$ cat config.mk
export PLATFORM = sky130hd
export DESIGN_NAME = rr_grant_arbiter
export DESIGN_NICKNAME = d
export VERILOG_FILES = /design/src/rtl/rr_grant_arbiter.sv
export SDC_FILE = /design/constraint.sdc
export NUM_CORES = 1
export LEC_CHECK = 0
export CORE_UTILIZATION = 59
export CTS_BUF_LIST = sky130_fd_sc_hd__clkbuf_4
export CTS_CLUSTER_SIZE = 20
export DETAILED_ROUTE_END_ITERATION = 8
export GPL_TIMING_DRIVEN = 0
export PLACE_DENSITY = 0.91
export SLEW_MARGIN = 20
export SYNTH_ARGS = -nofsm -noshare
export SYNTH_HDL_FRONTEND = slang
export SYNTH_SLANG_ARGS = --single-unit
export TNS_END_PERCENT = 5
$ cat constraint.sdc
create_clock -name clk -period 3.2 [get_ports clk]
set_input_delay 0.96 -clock clk [delete_from_list [all_inputs] [get_ports clk]]
set_output_delay 0.96 -clock clk [all_outputs]
set_load 0.05 [all_outputs]
$ cat src/rtl/rr_grant_arbiter.sv
// Round-robin arbiter with a bounded hold time, registered one-hot grant and a wrapping grant-event count.
// Latency: a request sampled at an edge is granted at that edge. No backpressure: the owner holds until it drops or is rotated out.
module rr_grant_arbiter #(
  parameter int N_REQ    = 4,
  parameter int MAX_HOLD = 8,
  parameter int CNT_W    = 4
) (
  input  logic             clk,
  input  logic             rst,
  input  logic [N_REQ-1:0] req_i,
  output logic [N_REQ-1:0] grant_o,
  output logic             busy_o,
  output logic [CNT_W-1:0] cnt_o
);

  localparam int IW = $clog2(N_REQ);
  localparam logic [7:0] HOLD_LAST = 8'(MAX_HOLD - 1);

  typedef enum logic {IDLE, GRANT} state_t;

  state_t           state_q, state_d;
  logic [IW-1:0]    ptr_q;
  logic [IW-1:0]    win;
  logic             win_vld;
  logic [7:0]       hold_q, hold_d;
  logic [N_REQ-1:0] grant_q, grant_d;
  logic             busy_q;
  logic [CNT_W-1:0] cnt_q;
  logic             own_req, others, take;
  int               idx;

  // First set request at or above ptr, wrapping modulo N_REQ.
  always_comb begin
    win     = '0;
    win_vld = 1'b0;
    idx     = 0;
    for (int i = 0; i < N_REQ; i++) begin
      idx = int'(ptr_q) + i;
      if (idx >= N_REQ) idx = idx - N_REQ;
      if (!win_vld && req_i[IW'(idx)]) begin
        win     = IW'(idx);
        win_vld = 1'b1;
      end
    end
  end

  // The one-hot grant register doubles as the owner index.
  assign own_req = |(req_i & grant_q);
  assign others  = |(req_i & ~grant_q);

  always_ff @(posedge clk) begin
    if (rst) state_q <= IDLE;
    else     state_q <= state_d;
  end

  // take marks a grant event: a new owner, always different from the current one.
  always_comb begin
    state_d = state_q;
    take    = 1'b0;
    case (state_q)
      IDLE: begin
        if (win_vld) begin
          state_d = GRANT;
          take    = 1'b1;
        end
      end
      GRANT: begin
        if (!own_req) begin
          if (win_vld) take = 1'b1;
          else         state_d = IDLE;
        end else if (hold_q == HOLD_LAST && others) begin
          take = 1'b1;
        end
      end
      default: state_d = IDLE;
    endcase
  end

  always_comb begin
    grant_d = grant_q;
    hold_d  = hold_q;
    if (take) begin
      grant_d = N_REQ'(1) << win;
      hold_d  = '0;
    end else if (state_d == IDLE) begin
      grant_d = '0;
      hold_d  = '0;
    end else if (hold_q == HOLD_LAST) begin
      hold_d  = '0;
    end else begin
      hold_d  = hold_q + 8'd1;
    end
  end

  always_ff @(posedge clk) begin
    if (rst) begin
      grant_q <= '0;
      busy_q  <= 1'b0;
      hold_q  <= '0;
      ptr_q   <= '0;
      cnt_q   <= '0;
    end else begin
      grant_q <= grant_d;
      busy_q  <= |grant_d;
      hold_q  <= hold_d;
      if (take) begin
        ptr_q <= (win == IW'(N_REQ - 1)) ? '0 : win + 1'b1;
        cnt_q <= cnt_q + 1'b1;
      end
    end
  end

  assign grant_o = grant_q;
  assign busy_o  = busy_q;
  assign cnt_o   = cnt_q;

endmodule

After elaboration in Yosys (flattened, before gate mapping)
Index checks and enable logic that the tools add are counted. W data, S select, Z words.

Word-level logic and storage cells: 76. Bits in registers: 20. Bits of input ports: 6. Output and inout bits: 9.

Bitwise operators: 5. Order comparisons: 8. Reduce and logical (&&, ||, !) cells: 11. $add $sub $neg: 10. Shift operators: 1. Equal/unequal tests: 2. Multiplexer cells: 33.

Operator list (number): $mux W2 (9); $lt A2 B4 Y1 const B (4); $mux W1 (16); $reduce_or A4 Y1 (4); $ge A3 B3 Y1 const B (3); $add A8 B1 Y8 const B (1); $and A4 B4 Y4 (2); $bmux W1 S2 (4); $eq A8 B3 Y1 const B (1); $mux W4 (2); $sub A2 B1 Y2 const B (4); $add A2 B2 Y3 const B (2); $add A4 B1 Y4 const B (1); $logic_and A1 B1 Y1 (4); $not A4 Y4 (1); $pmux W1 S2 (2); $shl A1 B2 Y4 const A (1); $add A2 B1 Y3 const B (1); $ge A2 B3 Y1 const B (1); $logic_not A1 Y1 (3); $add A2 B1 Y2 const B (1); $eq A2 B2 Y1 const B (1); $not A1 Y1 (2).

Depth between registers and ports, before layout
Gate-level depths: netlist of the first run.

Depth after elaboration: 21. Mapped depth: 10. Mapped depth without buffers: 10.

Worst setup path before layout of the first run
Ideal clock, no wire load.

Kind: input-to-reg. From: input req_i[0]. To: register busy_q (netlist: busy_o). Stages: 10. Setup time: 0.128 ns. Required time: 3.072 ns. Setup slack: 1.019 ns. Path buffers: 0. Arrival: 2.054 ns. Cells stage by stage: inv_1 -> nor2_1 -> a21oi_1 -> o221a_2 -> inv_1 -> ha_1 -> nor4_1 -> nor2_1 -> nor2_1 -> nor2_1.

Word-level cells in the longest chain between the ends: 19. Elaborated cells on any way between the ends: 41. Those cells by class: shift (1); mux (28); bitwise (2); reduce/logical (10).

Ends and longest elaborated chain: start, declared (RTL line 10) `input logic [N_REQ-1:0] req_i,`; $bmux W1 S2 (RTL line 40) `if (!win_vld && req_i[IW'(idx)]) begin`; $mux W1 (implied by the code) (2 in a row) (RTL line 40); $mux W1 (RTL line 40); $logic_not A1 Y1 (RTL line 40); $logic_and A1 B1 Y1 (RTL line 40); $mux W1 (RTL line 40); $logic_not A1 Y1 (RTL line 40); $logic_and A1 B1 Y1 (RTL line 40); [... 2 more ...]; $logic_and A1 B1 Y1 (RTL line 40); $mux W1 (RTL line 40); $mux W1 (RTL line 62, 69); $mux W1 (RTL line 68) `if (!own_req) begin`; $pmux W1 S2 (RTL line 60) `case (state_q)`; $mux W4 (RTL line 85) `end else if (state_d == IDLE) begin`; $mux W4 (*) (RTL line 82) `if (take) begin`; $reduce_or A4 Y1 (*) (RTL line 104) `busy_q <= |grant_d;`; end signal, assigned (RTL line 104); end, declared (RTL line 27) `logic busy_q;`.

Mark *: on every way between the ends. The rest lies on a longest branch, timed or not. The select of a mux whose other input is x is not followed. A chain may end at the register's enable or synchronous reset.

Final worst setup path of the first run
From: input req_i[1]. To: register grant_q[2] (netlist: grant_o[2]).

Word-level cells in the longest chain between the ends: 18. Elaborated cells on any way between the ends: 40. Those cells by class: shift (1); mux (28); bitwise (2); reduce/logical (9).

Ends and longest elaborated chain: $bmux W1 S2 (RTL line 40); $mux W1 (implied by the code) (2 in a row) (RTL line 40); $mux W1 (RTL line 40); $logic_not A1 Y1 (RTL line 40); $logic_and A1 B1 Y1 (RTL line 40); $mux W1 (RTL line 40); $logic_not A1 Y1 (RTL line 40); $logic_and A1 B1 Y1 (RTL line 40); $mux W1 (RTL line 40); $logic_not A1 Y1 (RTL line 40); $logic_and A1 B1 Y1 (RTL line 40); $mux W1 (RTL line 40); $mux W1 (RTL line 62, 69); $mux W1 (RTL line 68); $pmux W1 S2 (RTL line 60); $mux W4 (RTL line 85); $mux W4 (*) (RTL line 82); end signal, assigned (RTL line 103) `grant_q <= grant_d;`; end, declared (RTL line 26) `logic [N_REQ-1:0] grant_q, grant_d;`.

Marked as above.

==> results.md, run 1 <==
| Result | Reported |
|:---|:---|
| Endpoint of the worst-slack reg-to-reg timing path | grant_o[2] |
| Post-Synthesis Cell Area | 1020 sq um |
| Yosys warnings | 0 |
| # clock sinks | 20 |
| Number of global-route vias before repair | 939 |
| Final-layout fill cell count | 114 |
| Worst path top cell family by delay | simple AND/OR/NAND/NOR gates |
| Logic depth of the worst path, buffers included | 5 |
| Worst setup path endpoint | grant_o[2] |
| Wire length on met3 | 105 um |
| First-pass GRT wire length | 4220 um |
| Multi-input gate area | 561 sq um |
| Final clock period utilization by the worst path | 84.6% |
| Slowest stage delay, CP | 0.75 ns |
| Global route total overflow | 0 |
| Initial Util | 65.2% |
| Number of vias per cell | 6.10 |
| Antenna violations before repair | 0 |
| Worst Min Path Start | hold_q[0] |
| Max Clock Freq | 0.369 GHz |
| Worst-path clk slew | 0.11 ns |
| Leakage | 0.476 nW |
| R2r worst-path depth | 6 |
| Die H | 43.5 um |
| Routability cong. | 0.818 |
| Total number of vias | 933 |
| H-tree levels | 1 |
| Time the worst path needs with I/O delays and setup | 2.71 ns |
| Core region area | 1560 sq um |
| Post-Synthesis Mean Instance Area | 8.55 sq um |
| Worst voltage drop across the vdd grid | 0.430 mV |
| Maximum number of buffers from clock root to sink | 2 |
| Residual DRC count | 4 |
| Normalized max-slew margin | 46.7% |
| Post-detailed-route count of antenna-violating nets | 0 |
| Port-buffer cells | 14 |
| Violations in the final reports | DRC |
| Register area share after synthesis | 39.4% |
| Status | finished with violations |
| Setup tns final | 0 ns |
| Setup crit start kind | input pin |
| Sequential standard cell area | 400 sq um |
| Number of DRC violations after detailed-routing iteration 0 | 22 |
| Layout-stage area growth over the synthesis result | 18.3% |
| Crit Path Category | in2reg |
| Number of maximum-capacitance constraint violations | 0 |
| Count of buffer and inverter cells on the critical path | 2 |
| Startpoint of the worst setup timing path | req_i[1] |
| TritonCTS clock tree | built |
| Critical path capture point type | flop |
| Antenna fix cells | 0 |
| IO Count | 15 |
| Detailed-routing wirelength on met1 | 1030 um |
| CTS Buf Count | 3 |
| Final clock skew | 0.00561 ns |
| Floorplan die area | 1890 sq um |
| Data arrival time of the critical path | 2.90 ns |
| Path class of the lowest-slack min-delay path | reg2reg |
| CP max FO | 10 |
| Worst-margin pin slew | 0.793 ns |
| Power density of the placed cells | 554 nW/um^2 |
| Net count of the mapped netlist | 131 |
| Clock latency reported for the late side of the worst-skew pair | 0.31 ns |
| Total Power | 667 uW |
| Pins Over Slew Limit | 0 |
| Drt wl/cell | 15.4 um |
| Total Routing Usage GR | 30.6% |
| Final Hold Viols | 0 |
| Pin count of the biggest net entering global routing | 12 |
| Fraction of layout cells with a size suffix above 1 | 6.57% |
| HPWL reported at the end of detailed placement | 1740 um |
| WL met2 | 1180 um |
| Most common library cell in the layout ignoring fill and taps | sky130_fd_sc_hd__dfxtp_1 |
| Yosys reg bits | 20 |
| Wire length after detailed routing | 2360 um |
| Req. time, crit path | 3.39 ns |
| Commonest cells after routing, fill and taps aside | 20 x sky130_fd_sc_hd__dfxtp_1, 16 x sky130_fd_sc_hd__nor2_1, 14 x sky130_fd_sc_hd__clkdlybuf4s50_1 |
| Root Buffer Master | sky130_fd_sc_hd__clkbuf_4 |
| Total Nets Final | 150 |
| Top routing layer used | met4 |
| Unique masters post-synth | 29 |
| Slowest stage cell on the critical path | sky130_fd_sc_hd__nor4_1 |
| Setup repair after global routing missed its margin | false |
| Post-Synthesis Cells | 119 |
| Number of cell rows | 14 |
| Startpoint of the most critical register-to-register path | hold_q[5] |
| Number of iterations in the first detailed-routing pass | 6 |
| Die W | 43.5 um |
| Number of setup violations in the final report | 0 |
| Post-CTS setup buffers | 0 |
| Resize count post-CTS | 0 |
| Crit path cell chain | clkdlybuf4s50_1, nor4_1, clkbuf_1, or3b_1, a21oi_1 |
| Setup slack of the worst register-to-register path | 1.18 ns |
| Number of buffers inserted by hold repair at cts | 0 |
-- worst register-to-register path: cells and delay by family (launching register included) --
kind | cells | cell delay (ns)
flip-flops | 1 | 0.36
buffers and inverters | 1 | 0.15
AND/OR/NAND/NOR | 3 | 1.15
AO/OA/AOI/OAI | 2 | 0.29
-- where the power goes --
part | internal (mW) | switching (mW)
sequential | 0.275 | 0.0254
combinational | 0.0973 | 0.143
clock | 0.0457 | 0.0806
total | 0.418 | 0.249
-- layer usage --
metal  vias up  track usage (%)
met5         -                0
met4         0             12.5
met3         5             6.25
met2        22             53.6
met1       458             36.4
li1        448                -
-- cells in the mapped netlist --
master / n / share of area [%]
sky130_fd_sc_hd__nand2b_1: 4 / 2.5
sky130_fd_sc_hd__xor2_1: 4 / 3.4
sky130_fd_sc_hd__nand3_1: 3 / 1.5
sky130_fd_sc_hd__nor4_1: 2 / 1.2
sky130_fd_sc_hd__o2111ai_1: 1 / 0.86
sky130_fd_sc_hd__nand4b_1: 1 / 0.86
sky130_fd_sc_hd__or3_1: 4 / 2.5
sky130_fd_sc_hd__inv_1: 8 / 3.0
sky130_fd_sc_hd__xnor2_1: 2 / 1.7
sky130_fd_sc_hd__a22o_1: 2 / 1.7
sky130_fd_sc_hd__clkbuf_1: 4 / 1.5
sky130_fd_sc_hd__o22a_1: 1 / 0.86
sky130_fd_sc_hd__o21ai_0: 1 / 0.49
sky130_fd_sc_hd__o21ai_1: 6 / 3.0
sky130_fd_sc_hd__nand2_1: 7 / 2.6
sky130_fd_sc_hd__dfxtp_1: 20 / 39
sky130_fd_sc_hd__and3_1: 2 / 1.2
sky130_fd_sc_hd__nor2_1: 16 / 5.9
sky130_fd_sc_hd__o22ai_1: 1 / 0.62
sky130_fd_sc_hd__o221a_2: 1 / 1.1
sky130_fd_sc_hd__or2_2: 1 / 0.62
sky130_fd_sc_hd__nor3_4: 1 / 1.6
sky130_fd_sc_hd__a21oi_2: 1 / 0.86
sky130_fd_sc_hd__or3b_1: 6 / 5.2
sky130_fd_sc_hd__or4_4: 1 / 1.1
sky130_fd_sc_hd__ha_1: 6 / 7.4
sky130_fd_sc_hd__o211a_1: 1 / 0.98
sky130_fd_sc_hd__a21oi_1: 11 / 5.4
sky130_fd_sc_hd__buf_6: 1 / 1.1
-- area by class of cell --
cell class / instances / area share (%)
Multi-Input combinational cell: 86 / 46.6
Sequential cell: 20 / 33.3
Timing Repair Buffer: 14 / 11.6
Inverter: 8 / 2.49
Buffer: 5 / 2.18
Clock buffer: 3 / 1.87
Tap cell: 16 / 1.66
Clock inverter: 1 / 0.312
-- worst min-delay path by stage --
| stage | endpoint | cells past startpoint |
|---|---|---|
| after floorplan | hold_q[0] | 1 |
| after global placement | hold_q[0] | 1 |
| after detailed placement | hold_q[0] | 1 |
| after CTS | hold_q[0] | 1 |
| after global routing | hold_q[0] | 1 |
| final | hold_q[0] | 1 |
-- metrics by stage --
step                      worst slack (ns)  utilization [%]  cells  hold slack [ns]  area (sq um)
final                                0.493             77.2    153            0.476          1200
after global routing                 0.302             77.2    153            0.508          1200
after CTS                            0.526             77.2    153            0.478          1200
after detailed placement             0.203             75.5    149            0.452          1180
after global placement               0.295             75.5    149            0.443          1180
after floorplan                       1.02                -    119            0.426          1020
-- state kept, by name, summed over array words and instances, names as in the netlist --
register	cells
busy_o	1
hold_q	8
ptr_q	2
grant_o	4
cnt_o	4
state_q	1
-- logic make-up (layout without fill, tap and decap cells) --
| kind of cell | after synthesis | count (layout) | synth area share [%] |
|---|---|---|---|
| AO/OA/AOI/OAI | 26 | 26 | 15.9 |
| XOR/XNOR | 6 | 6 | 5.17 |
| adder cells (fa/ha/maj) | 6 | 6 | 7.38 |
| buffers and inverters | 13 | 31 | 5.53 |
| flip-flops | 20 | 20 | 39.4 |
| AND/OR/NAND/NOR | 48 | 48 | 26.7 |
(Power assumes the default switching activity.)
==> inputs of run 2 (changes only) <==
- CORE_UTILIZATION: 59 -> 49
- PLACE_DENSITY: 0.91 -> 0.81
- clock period: 3.2 -> 2.15 ns (I/O delays scaled with it)
==> run 2 against run 1 <==
The flow now finishes without violations. Largest power group unchanged. Power up 63%. Clock power increased by 150%. Non-clock buffer count is the same. Sequential power is 48% higher.
==> results.md, run 2 (synthesis gave the netlist of run 1 again) <==
| Result | Reported |
|:---|:---|
| Die W | 47.6 um |
| Most congested layer reported by global routing | met2 |
| HPWL reported at the end of detailed placement | 1560 um |
| Number of iterations in the first detailed-routing pass | 4 |
| Post-Place Cell Area | 1190 sq um |
| R2r worst-path depth | 7 |
| Endpoint of the worst-slack reg-to-reg timing path | cnt_o[2] |
| Number of global-route vias before repair | 757 |
| Die H | 47.6 um |
| Final-layout fill cell count | 196 |
| Met2 Track Usage GR | 35.9% |
| Number of maximum-capacitance constraint violations | 0 |
| Global route total overflow | 0 |
| Number of vias per cell | 5.37 |
| Met3 Use GR | 3.40% |
| Initial Util | 51.8% |
| Layout-stage area growth over the synthesis result | 21.4% |
| Worst path top cell family by delay | buffers and inverters |
| TritonCTS clock tree | built |
| Number of cell rows | 16 |
| Clock latency reported for the late side of the worst-skew pair | 0.30 ns |
| Max Clock Freq | 0.484 GHz |
| Final clock skew | 0.00614 ns |
| Commonest cells after routing, fill and taps aside | 20 x sky130_fd_sc_hd__dfxtp_1, 16 x sky130_fd_sc_hd__nor2_1, 11 x sky130_fd_sc_hd__a21oi_1 |
| Number of buffers inserted by hold repair at cts | 0 |
| H-tree levels | 1 |
| Final Hold Viols | 0 |
| Largest register by flop count | hold_q |
| Routability cong. | 0.775 |
| Data arrival time of the critical path | 1.42 ns |
| Number of flip-flops under the largest register name | 8 |
| Count of buffer and inverter cells on the critical path | 1 |
| Worst voltage drop across the vdd grid | 0.597 mV |
| Worst hold path endpoint | hold_q[0] |
| Total number of vias | 880 |
| Crit path cell chain | clkdlybuf4s50_1 |
| Pins Over Slew Limit | 0 |
| Setup tns final | 0 ns |
| Total Power | 1.09 mW |
| Req. time, crit path | 1.50 ns |
| Status | finished clean |
| Worst-path clk slew | 0.12 ns |
| Leakage | 0.538 nW |
| Antenna violations before repair | 0 |
| Final clock period utilization by the worst path | 96.0% |
| IO Count | 15 |
| Port-buffer cells | 14 |
| Setup crit start kind | flop |
| Setup slack of the worst register-to-register path | 0.19 ns |
| Maximum number of buffers from clock root to sink | 2 |
| Worst Min Path Start | hold_q[0] |
| Total Nets Final | 150 |
| Time the worst path needs with I/O delays and setup | 2.06 ns |
| Post-detailed-route count of antenna-violating nets | 0 |
| Wire length after detailed routing | 2100 um |
| Crit Path Category | reg2out |
| Core region area | 1960 sq um |
| Slowest stage cell on the critical path | sky130_fd_sc_hd__clkdlybuf4s50_1 |
| Number of cells traversed by the worst hold path | 1 |
| Setup slack after placement | -0.542 ns |
| Root Buffer Master | sky130_fd_sc_hd__clkbuf_4 |
| CTS Buf Count | 3 |
| Normalized max-slew margin | 62.8% |
| Setup repair after global routing missed its margin | false |
| Total Routing Usage GR | 20.0% |
| Worst-margin pin slew | 0.553 ns |
| Slowest stage delay, CP | 0.79 ns |
| Fin Hold WS | 0.490 ns |
| Number of setup violations in the final report | 0 |
| Critical path capture point type | primary output |
| CP max FO | 1 |
| Pin count of the biggest net entering global routing | 13 |
| Fraction of layout cells with a size suffix above 1 | 9.49% |
| Path class of the lowest-slack min-delay path | reg2reg |
| Most common library cell in the layout ignoring fill and taps | sky130_fd_sc_hd__dfxtp_1 |
| Summed area of non-filler cells in the final layout | 1230 sq um |
| Startpoint of the most critical register-to-register path | hold_q[5] |
| Met1 Usage GRT | 25.4% |
| Antenna fix cells | 0 |
| # clock sinks | 20 |
| Power density of the placed cells | 881 nW/um^2 |
| Worst Setup Slack, final | 0.0858 ns |
| Number of DRC violations after detailed-routing iteration 0 | 14 |
| Residual DRC count | 0 |
| First-pass GRT wire length | 3250 um |
| Drt wl/cell | 12.8 um |
| Floorplan die area | 2260 sq um |
## run 2: cell type report
type	instances	area, sq um	share of cell area (%)
clock inverter	1	30.0	2.43
multi-input combinational	86	567	45.9
tap	27	33.8	2.74
sequential	20	400	32.4
buffer	5	26.3	2.13
timing repair buffer	14	125	10.1
clock buffer	3	22.5	1.82
inverter	8	30.0	2.43
## run 2: worst max path at each step
stage	start	endpoint	slack (ns)	depth (start not counted)
finish	busy_o	busy_o	0.09	1
global route	req_i[1]	grant_o[0]	0.03	8
CTS	cnt_o[3]	cnt_o[3]	0.04	1
detailed placement	req_i[1]	busy_o	-0.54	6
global placement	req_i[1]	busy_o	-0.50	6
floorplan	req_i[0]	busy_o	0.28	10
## run 2: metal layers
metal | share of wire (%) | up-vias | wire (um)
li1 | - | 447 | -
met5 | 0 | - | 0
met3 | 3.3 | 2 | 69
met4 | 0.43 | 0 | 9
met1 | 47 | 417 | 977
met2 | 50 | 14 | 1040
## run 2: what timing repair did
| item | in CTS | in global routing |
|---|---|---|
| gates resized for setup | 13 | 3 |
| setup endpoints to repair | 19 | 2 |
| pin swaps | 0 | 0 |
| setup buffers | 0 | 0 |
| endpoints found under the hold margin | 0 | 0 |
| gates cloned | 0 | 0 |
## run 2: metrics by stage
| step | utilization (%) | std cells |
|---|---|---|
| after floorplan | - | 119 |
| after global placement | 60.7 | 160 |
| after detailed placement | 60.7 | 160 |
| after CTS | 63.0 | 164 |
| after global routing | 62.9 | 164 |
| final | 62.9 | 164 |
## run 2: power breakdown
group,total [mW],internal (mW),switching [mW]
clock network,0.311,0.188,0.123
logic,0.333,0.128,0.205
registers,0.444,0.409,0.0346
==> inputs of run 3 (changes only) <==
- CTS_CLUSTER_DIAMETER: default -> 30
- SKIP_LAST_GASP: default -> 1
==> run 3 against run 2 <==
The run now ends with setup timing left. Register-to-register slack about the same. Critical path depth unchanged. Final cell count stayed put. Final area up 1.2%. Flip-flop and latch count stayed put. Clock skew about the same. Via count decreased by 0.91%. Hold slack barely moved. Non-clock buffer count did not move. Utilization up 0.77 points. Largest power group unchanged. Fmax shrank 5.9%. Clock power hardly changed.
==> results.md, run 3 (synthesis gave the netlist of run 1 again) <==
| Result | Reported |
|:---|:---|
| Number of cells traversed by the worst hold path | 1 |
| Number of flip-flops under the largest register name | 8 |
| Post-detailed-route count of antenna-violating nets | 0 |
| Worst voltage drop across the vdd grid | 0.604 mV |
| Global route total overflow | 0 |
| Slowest stage cell on the critical path | sky130_fd_sc_hd__clkdlybuf4s50_1 |
| CTS Buf Count | 3 |
| Core region area | 1960 sq um |
| Antenna violations before repair | 0 |
| Worst Setup Slack, final | -0.0444 ns |
| Worst path top cell family by delay | buffers and inverters |
| Internal Pwr Total | 738 uW |
| Worst-margin pin slew | 0.594 ns |
| Final Hold Viols | 0 |
| Wire length after detailed routing | 2080 um |
| Setup crit start kind | flop |
| Port-buffer cells | 14 |
| Crit path cell chain | clkdlybuf4s50_1 |
| # clock sinks | 20 |
| Data arrival time of the critical path | 1.55 ns |
| Number of iterations in the first detailed-routing pass | 4 |
| Setup repair after global routing missed its margin | true |
| HPWL reported at the end of detailed placement | 1560 um |
| Number of vias per cell | 5.32 |
| Power density of the placed cells | 879 nW/um^2 |
| Most common library cell in the layout ignoring fill and taps | sky130_fd_sc_hd__dfxtp_1 |
| Routability cong. | 0.775 |
| Count of buffer and inverter cells on the critical path | 1 |
| First-pass GRT wire length | 3250 um |
| CP max FO | 4 |
| Antenna fix cells | 0 |
| Switching power | 361 uW |
| Pin count of the biggest net entering global routing | 13 |
| Number of buffers inserted by hold repair at cts | 0 |
| Initial Util | 51.8% |
| Pins Over Slew Limit | 0 |
| IO Count | 15 |
| Slowest stage delay, CP | 0.83 ns |
| Req. time, crit path | 1.50 ns |
| Commonest cells after routing, fill and taps aside | 20 x sky130_fd_sc_hd__dfxtp_1, 16 x sky130_fd_sc_hd__nor2_1, 11 x sky130_fd_sc_hd__a21oi_1 |
| Final-layout fill cell count | 187 |
| Layout-stage area growth over the synthesis result | 22.9% |
| Final clock skew | 0.00585 ns |
| Proportion of power drawn by combinational gates | 31.4% |
| H-tree levels | 1 |
| Path class of the lowest-slack min-delay path | reg2reg |
| Largest register by flop count | hold_q |
| Die W | 47.6 um |
| Net switching share of the total power | 32.8% |
| Max Clock Freq | 0.456 GHz |
| Total Routing Usage GR | 20.0% |
| Post-CTS setup buffers | 0 |
| Maximum number of buffers from clock root to sink | 2 |
| Number of maximum-capacitance constraint violations | 0 |
| Residual DRC count | 0 |
| Endpoint of the worst-slack reg-to-reg timing path | cnt_o[2] |
| Critical path capture point type | primary output |
| Final clock period utilization by the worst path | 102% |
| Worst Min Path Start | hold_q[0] |
| Drt wl/cell | 12.7 um |
| Resize count post-CTS | 6 |
| Time the worst path needs with I/O delays and setup | 2.19 ns |
| Number of global-route vias before repair | 757 |
| Reg power frac | 40.5% |
| Setup slack after placement | -0.542 ns |
| Total number of vias | 872 |
| Number of DRC violations after detailed-routing iteration 0 | 21 |
| Logic depth of the worst path, buffers included | 1 |
| Number of cell rows | 16 |
| Setup slack of the worst register-to-register path | 0.19 ns |
| Crit Path Category | reg2out |
| Root Buffer Master | sky130_fd_sc_hd__clkbuf_4 |
| Clock network power share | 28.1% |
| Die H | 47.6 um |
| Status | finished with violations |
| Worst hold path endpoint | hold_q[0] |
| Violations in the final reports | setup timing |
| Fraction of layout cells with a size suffix above 1 | 8.76% |
| Leakage | 0.520 nW |
| R2r worst-path depth | 7 |
| Worst-path clk slew | 0.12 ns |
| Normalized max-slew margin | 60.0% |
| Total Nets Final | 150 |
| TritonCTS clock tree | built |
| Total Power | 1.10 mW |
| Clock latency reported for the late side of the worst-skew pair | 0.30 ns |
| Floorplan die area | 2260 sq um |
| Startpoint of the most critical register-to-register path | hold_q[5] |
| Number of setup violations in the final report | 4 |
-- run 3: metal layers --
metal | up-vias | global-route usage [%] | wire (um)
met5 | - | 0 | 0
met3 | 2 | 3.40 | 53
met4 | 0 | 3.33 | 9
li1 | 448 | - | -
met1 | 410 | 25.4 | 965
met2 | 12 | 35.9 | 1050
-- run 3: layout make-up --
| type | count | area (sq um) | share of cell area, % |
|---|---|---|---|
| clock buffers | 3 | 22.5 | 1.80 |
| clock inverters | 1 | 30.0 | 2.40 |
| well taps | 27 | 33.8 | 2.70 |
| plain buffers | 5 | 26.3 | 2.10 |
| inverters | 8 | 30.0 | 2.40 |
| repair buffers | 14 | 140 | 11.2 |
| flip-flops and latches | 20 | 400 | 32.0 |
| multi-input cells | 86 | 567 | 45.3 |
-- run 3: worst max-delay path by stage --
stage	start	endpoint	slack, ns
floorplan	req_i[0]	busy_o	0.28
global placement	req_i[1]	busy_o	-0.50
detailed placement	req_i[1]	busy_o	-0.54
CTS	grant_o[2]	grant_o[2]	-0.05
global route	grant_o[2]	grant_o[2]	-0.08
finish	grant_o[2]	grant_o[2]	-0.04
-- run 3: metrics by stage --
stage	instances	cell area, sq um	TNS (ns)	utilization (%)	hold slack [ns]
global placement	160	1190	-5.09	60.7	0.443
detailed placement	160	1190	-5.76	60.7	0.474
global route	164	1250	-0.397	63.7	0.523
finish	164	1250	-0.0745	63.7	0.490
floorplan	119	1020	0	-	0.426
CTS	164	1240	-0.351	63.5	0.494
-- run 3: power groups by stage --
stage	combinational (mW)	clock (mW)	sequential (mW)
after global placement	0.339	0	0.450
final	0.345	0.309	0.445
after floorplan	0.161	0	0.535
after CTS	0.347	0.313	0.445
after detailed placement	0.348	0	0.453
after global routing	0.376	0.330	0.450
==> variant 1: new RTL, settings of run 1 <==
The parameter `N_REQ` goes from 4 to 8.
--- a/src/rtl/rr_grant_arbiter.sv
+++ b/src/rtl/rr_grant_arbiter.sv
@@ -2,5 +2,5 @@
 // Latency: a request sampled at an edge is granted at that edge. No backpressure: the owner holds until it drops or is rotated out.
 module rr_grant_arbiter #(
-  parameter int N_REQ    = 4,
+  parameter int N_REQ    = 8,
   parameter int MAX_HOLD = 8,
   parameter int CNT_W    = 4
Ports: changed (resized grant_o and req_i); port bits go from 15 to 23. No check against the original RTL was run, so the function may have changed too.
==> variant 1 against run 1 <==
  * The run ends with negative setup slack left
  * Setup slack got worse by 1.5 ns
  * Design area increased by 110%
  * Hold slack about the same
  * Sequential cell count increased by 5
  * Routed wire length increased by 130%
  * Total power increased to 4.3 times the old value
  * Synthesized area increased by 89%
  * Register-to-register slack got worse by 2.2 ns
  * Count of clock-buffer cells in the layout unchanged
  * Global-route usage increased by 0.85 points
  * Final cell count increased by 100%
  * Highest routed layer unchanged
==> variant 1: results <==
[run_status]
violations = "negative setup slack"
status = "finished with violations"

[final_layout]
num-fill-cells = 184
drive_gt1_share_pct = 28.6
nNetsFinal = 283

[route]
wl_met1_um = 2260
wl_met3_um = 351
dr_wl_met2_um = 2740
dr.pass1.iters = 4
routed-via-count = 1937
drt_first_iter_violations = 167
wirelength_um = 5440

[power_and_ir_drop]
pg_seq_mw = 0.443
ir_worst_vdd_uv = 707
finalPower_mw = 2.86
p_clk_share_pct = 5.2
cellLeakagePower_nw = 0.963

[worst_setup_path]
crit_path_top_delay_cell = "mux4_2"
critPathMaxStageDelay_ns = 0.58
cp.arrival_ns = 4.44
path_max_fanout = 6

[logic_synthesis]
syn_avg_cell_area_sq_um = 8.64
synth_seq_area_share_pct = 26.0
synth_area_leaders = "dfxtp_1, mux4_2, ha_1"
synth_common_cells = "dfxtp_1, nor2_1, a21oi_1, inv_1, nand2_1"
synthDistinctLibCells = 49

[place]
portBuffers = 22
gp_congestion = 0.881
dpl.hpwl_um = 3490
place_worst_setup_slack_ns = -1.65
dpl_cell_area_sq_mm = 0.00228
place_inst = 289

[sta]
fin_ws_ns = -1.03
setup_viol = 15
skew_ns = 0.0103
setup_tns_ns = -5.81
worst_pin_slew_ns = 0.840

[cts]
clk_pin_slew_worst_paths_ns = 0.14
clk_latency_ns = 0.33

[global_route]
grt_pass1_vias = 1786
grt_pass1_wl_um = 8290
grtUsageMet3_pct = 3.49
use_met2_pct = 53.4
track_usage_pct = 31.4
grt_max_degree = 16
## variant 1: changes by cell type after synthesis, sizes merged, moves of 5 or more
cell	run 1	this run
a21oi	12	19
buf	1	7
dfxtp	20	25
inv	8	16
mux2	0	5
mux2i	0	6
mux4	0	8
nand2	7	14
nand3	3	12
nor2	16	23
o21ai	7	2
o22ai	1	6
or3b	6	0
## variant 1: repair_timing
| item | in CTS | in global routing |
|---|---|---|
| buffers inserted | 9 | 5 |
| setup endpoints to repair | 17 | 16 |
| gates cloned | 0 | 0 |
| pin swaps | 9 | 7 |
| gates resized for setup | 31 | 17 |
## variant 1: area by class of cell
class	instances	area, sq um	share of cell area (%)
Clock inverter	1	7.51	0.294
Timing Repair Buffer	36	329	12.9
Tap cell	44	55.1	2.16
Inverter	16	65.1	2.55
Sequential cell	25	505	19.8
Clock buffer	3	22.5	0.883
Buffer	11	91.3	3.58
Multi-Input combinational cell	170	1480	57.8
## variant 1: cell families after synthesis
group           count (synthesis)  share of synthesized area, %
compound gates                 50                          18.2
flops                          25                          26.0
xor+xnor                       13                          5.91
fa+ha+maj                      10                          6.49
simple gates                   78                          21.1
mux                            19                          15.4
buf+inv                        28                          6.95
## variant 1: worst register-to-register path, delay by kind of cell (launching register included)
kind	cells	cell delay [ns]
muxes	3	1.05
adders and majority gates	3	0.67
buffers and inverters	3	0.24
AOI/OAI and AO/OA	4	0.55
and+or+nand+nor	3	1.24
DFF	1	0.37
## variant 1: path summary, 6_finish.rpt
| check | depth (start not counted) | from | to |
|---|---|---|---|
| worst min-delay path | 1 | hold_q[0] | hold_q[0] |
| worst max register to register | 16 | ptr_q[0] | busy_o |
| worst min register to register | 1 | hold_q[0] | hold_q[0] |
| worst max-delay path | 16 | ptr_q[0] | busy_o |
==> variant 2: new RTL, settings of run 1 <==
Without the edit above. Make the reset (`rst`) asynchronous in 2 clocked blocks.
--- a/src/rtl/rr_grant_arbiter.sv
+++ b/src/rtl/rr_grant_arbiter.sv
@@ -49,5 +49,5 @@
   assign others  = |(req_i & ~grant_q);
 
-  always_ff @(posedge clk) begin
+  always_ff @(posedge clk or posedge rst) begin
     if (rst) state_q <= IDLE;
     else     state_q <= state_d;
@@ -93,5 +93,5 @@
   end
 
-  always_ff @(posedge clk) begin
+  always_ff @(posedge clk or posedge rst) begin
     if (rst) begin
       grant_q <= '0;
Check against the original RTL: differs if rst is asserted again (counterexample within 4 cycles, from zero or initial values and one cycle with rst high); with rst held inactive, the same outputs for 10 cycles.
==> variant 2 against run 1 <==
  * Sequential cell count unchanged
  * Non-clock buffer count decreased by 2
  * Synthesized area increased by 14%
  * Setup slack got worse by 0.12 ns
  * Design area increased by 11%
  * First-iteration DRC count decreased by 27%
  * Sequential share of layout area increased by 4.3 points
  * Via count decreased by 8.0%
  * Count of clock-buffer cells in the layout unchanged
  * Routed wire length decreased by 2.4%
  * Core utilization decreased by 2.4 points
Power is not compared: it rests on default switching activity, and its combinational part moved more than twofold at a synthesized area within 25%.
==> variant 2: results <==
[final_layout]
clk_share_pct = 1.97
nonClockInverterCount = 6
seq_area_sq_um = 500
finalNonFillerCells = 150
drive_gt1_share_pct = 9.60
num-fill-cells = 131
nonClkBufAreaFrac_pct = 11.7
multi_input_area_share_pct = 44.7
multi_input_cells = 78
n_sequential_cell = 20
nNonClkBuffers = 17
nNetsFinal = 138

[logic_synthesis]
syn_nets = 121
synth-main-ff-cell = "dfrtp_1"
synth_area_leaders = "dfrtp_1, xor2_1, ha_1"
synth_seq_area_share_pct = 43.3

[place]
place_worst_setup_slack_ns = 0.0856
portBuffers = 12
dpl.hpwl_um = 1700
gp_congestion = 0.756

[cts]
clk_latency_ns = 0.29

[worst_setup_path]
path_max_fanout = 9
crit_path_top_delay_cell = "mux4_2"
timing.rr.start = "ptr_q[0]"
critPathMaxStageDelay_ns = 0.56
reg2reg_slack_ns = 0.99
cp.arrival_ns = 3.02
path_delay_family = "multiplexers"

[route]
wl_met3_um = 52
drt_first_iter_violations = 16
dr.pass1.iters = 4
dr_wl_met2_um = 1240
wirelength_um = 2300
wl_met1_um = 994
routed-via-count = 858

[worst_hold_path]
worstHoldStart = "cnt_o[3]"

[sta]
max_freq_mhz = 353
skew_ns = 0.00181
relSlewSlack_pct = 49.8

[global_route]
grt_max_degree = 21
grtUsageMet3_pct = 3.53
grt_pass1_vias = 824
met1_usage_pct = 29.8
track_usage_pct = 24.4

[run_status]
status = "completed"

[floorplan]
dieArea_sq_mm = 0.00214
[variant 2: cell count changes in the layout (fill, tap and decap cells not counted), moves of 5 or more]
cell	delta
dfrtp_1	+20
dfxtp_1	-20
a21oi_1	-8
mux2i_1	+6
or3b_1	-6
o21ai_1	-5
xor2_1	+5
[variant 2: path summary, 6_finish.rpt]
| check | to | cells past startpoint |
|---|---|---|
| setup / recovery | cnt_o[1] | 5 |
| hold / removal | cnt_o[3] | 1 |
| setup reg to reg | busy_o | 8 |
| hold reg to reg | cnt_o[3] | 1 |
| max in group asynchronous | grant_o[2] | 2 |
| min in group asynchronous | hold_q[5] | 2 |
[variant 2: kinds of logic (layout without fill, tap and decap cells)]
group	Yosys count	in the layout	synth area share, %
xor gates and xnor gates	9	9	6.82
adders and majority gates	6	6	6.49
muxes	9	9	9.74
buffers and inverters	11	27	5.09
DFF	20	20	43.3
and+or+nand+nor	41	41	19.0
AOI/OAI and AO/OA	13	13	9.52
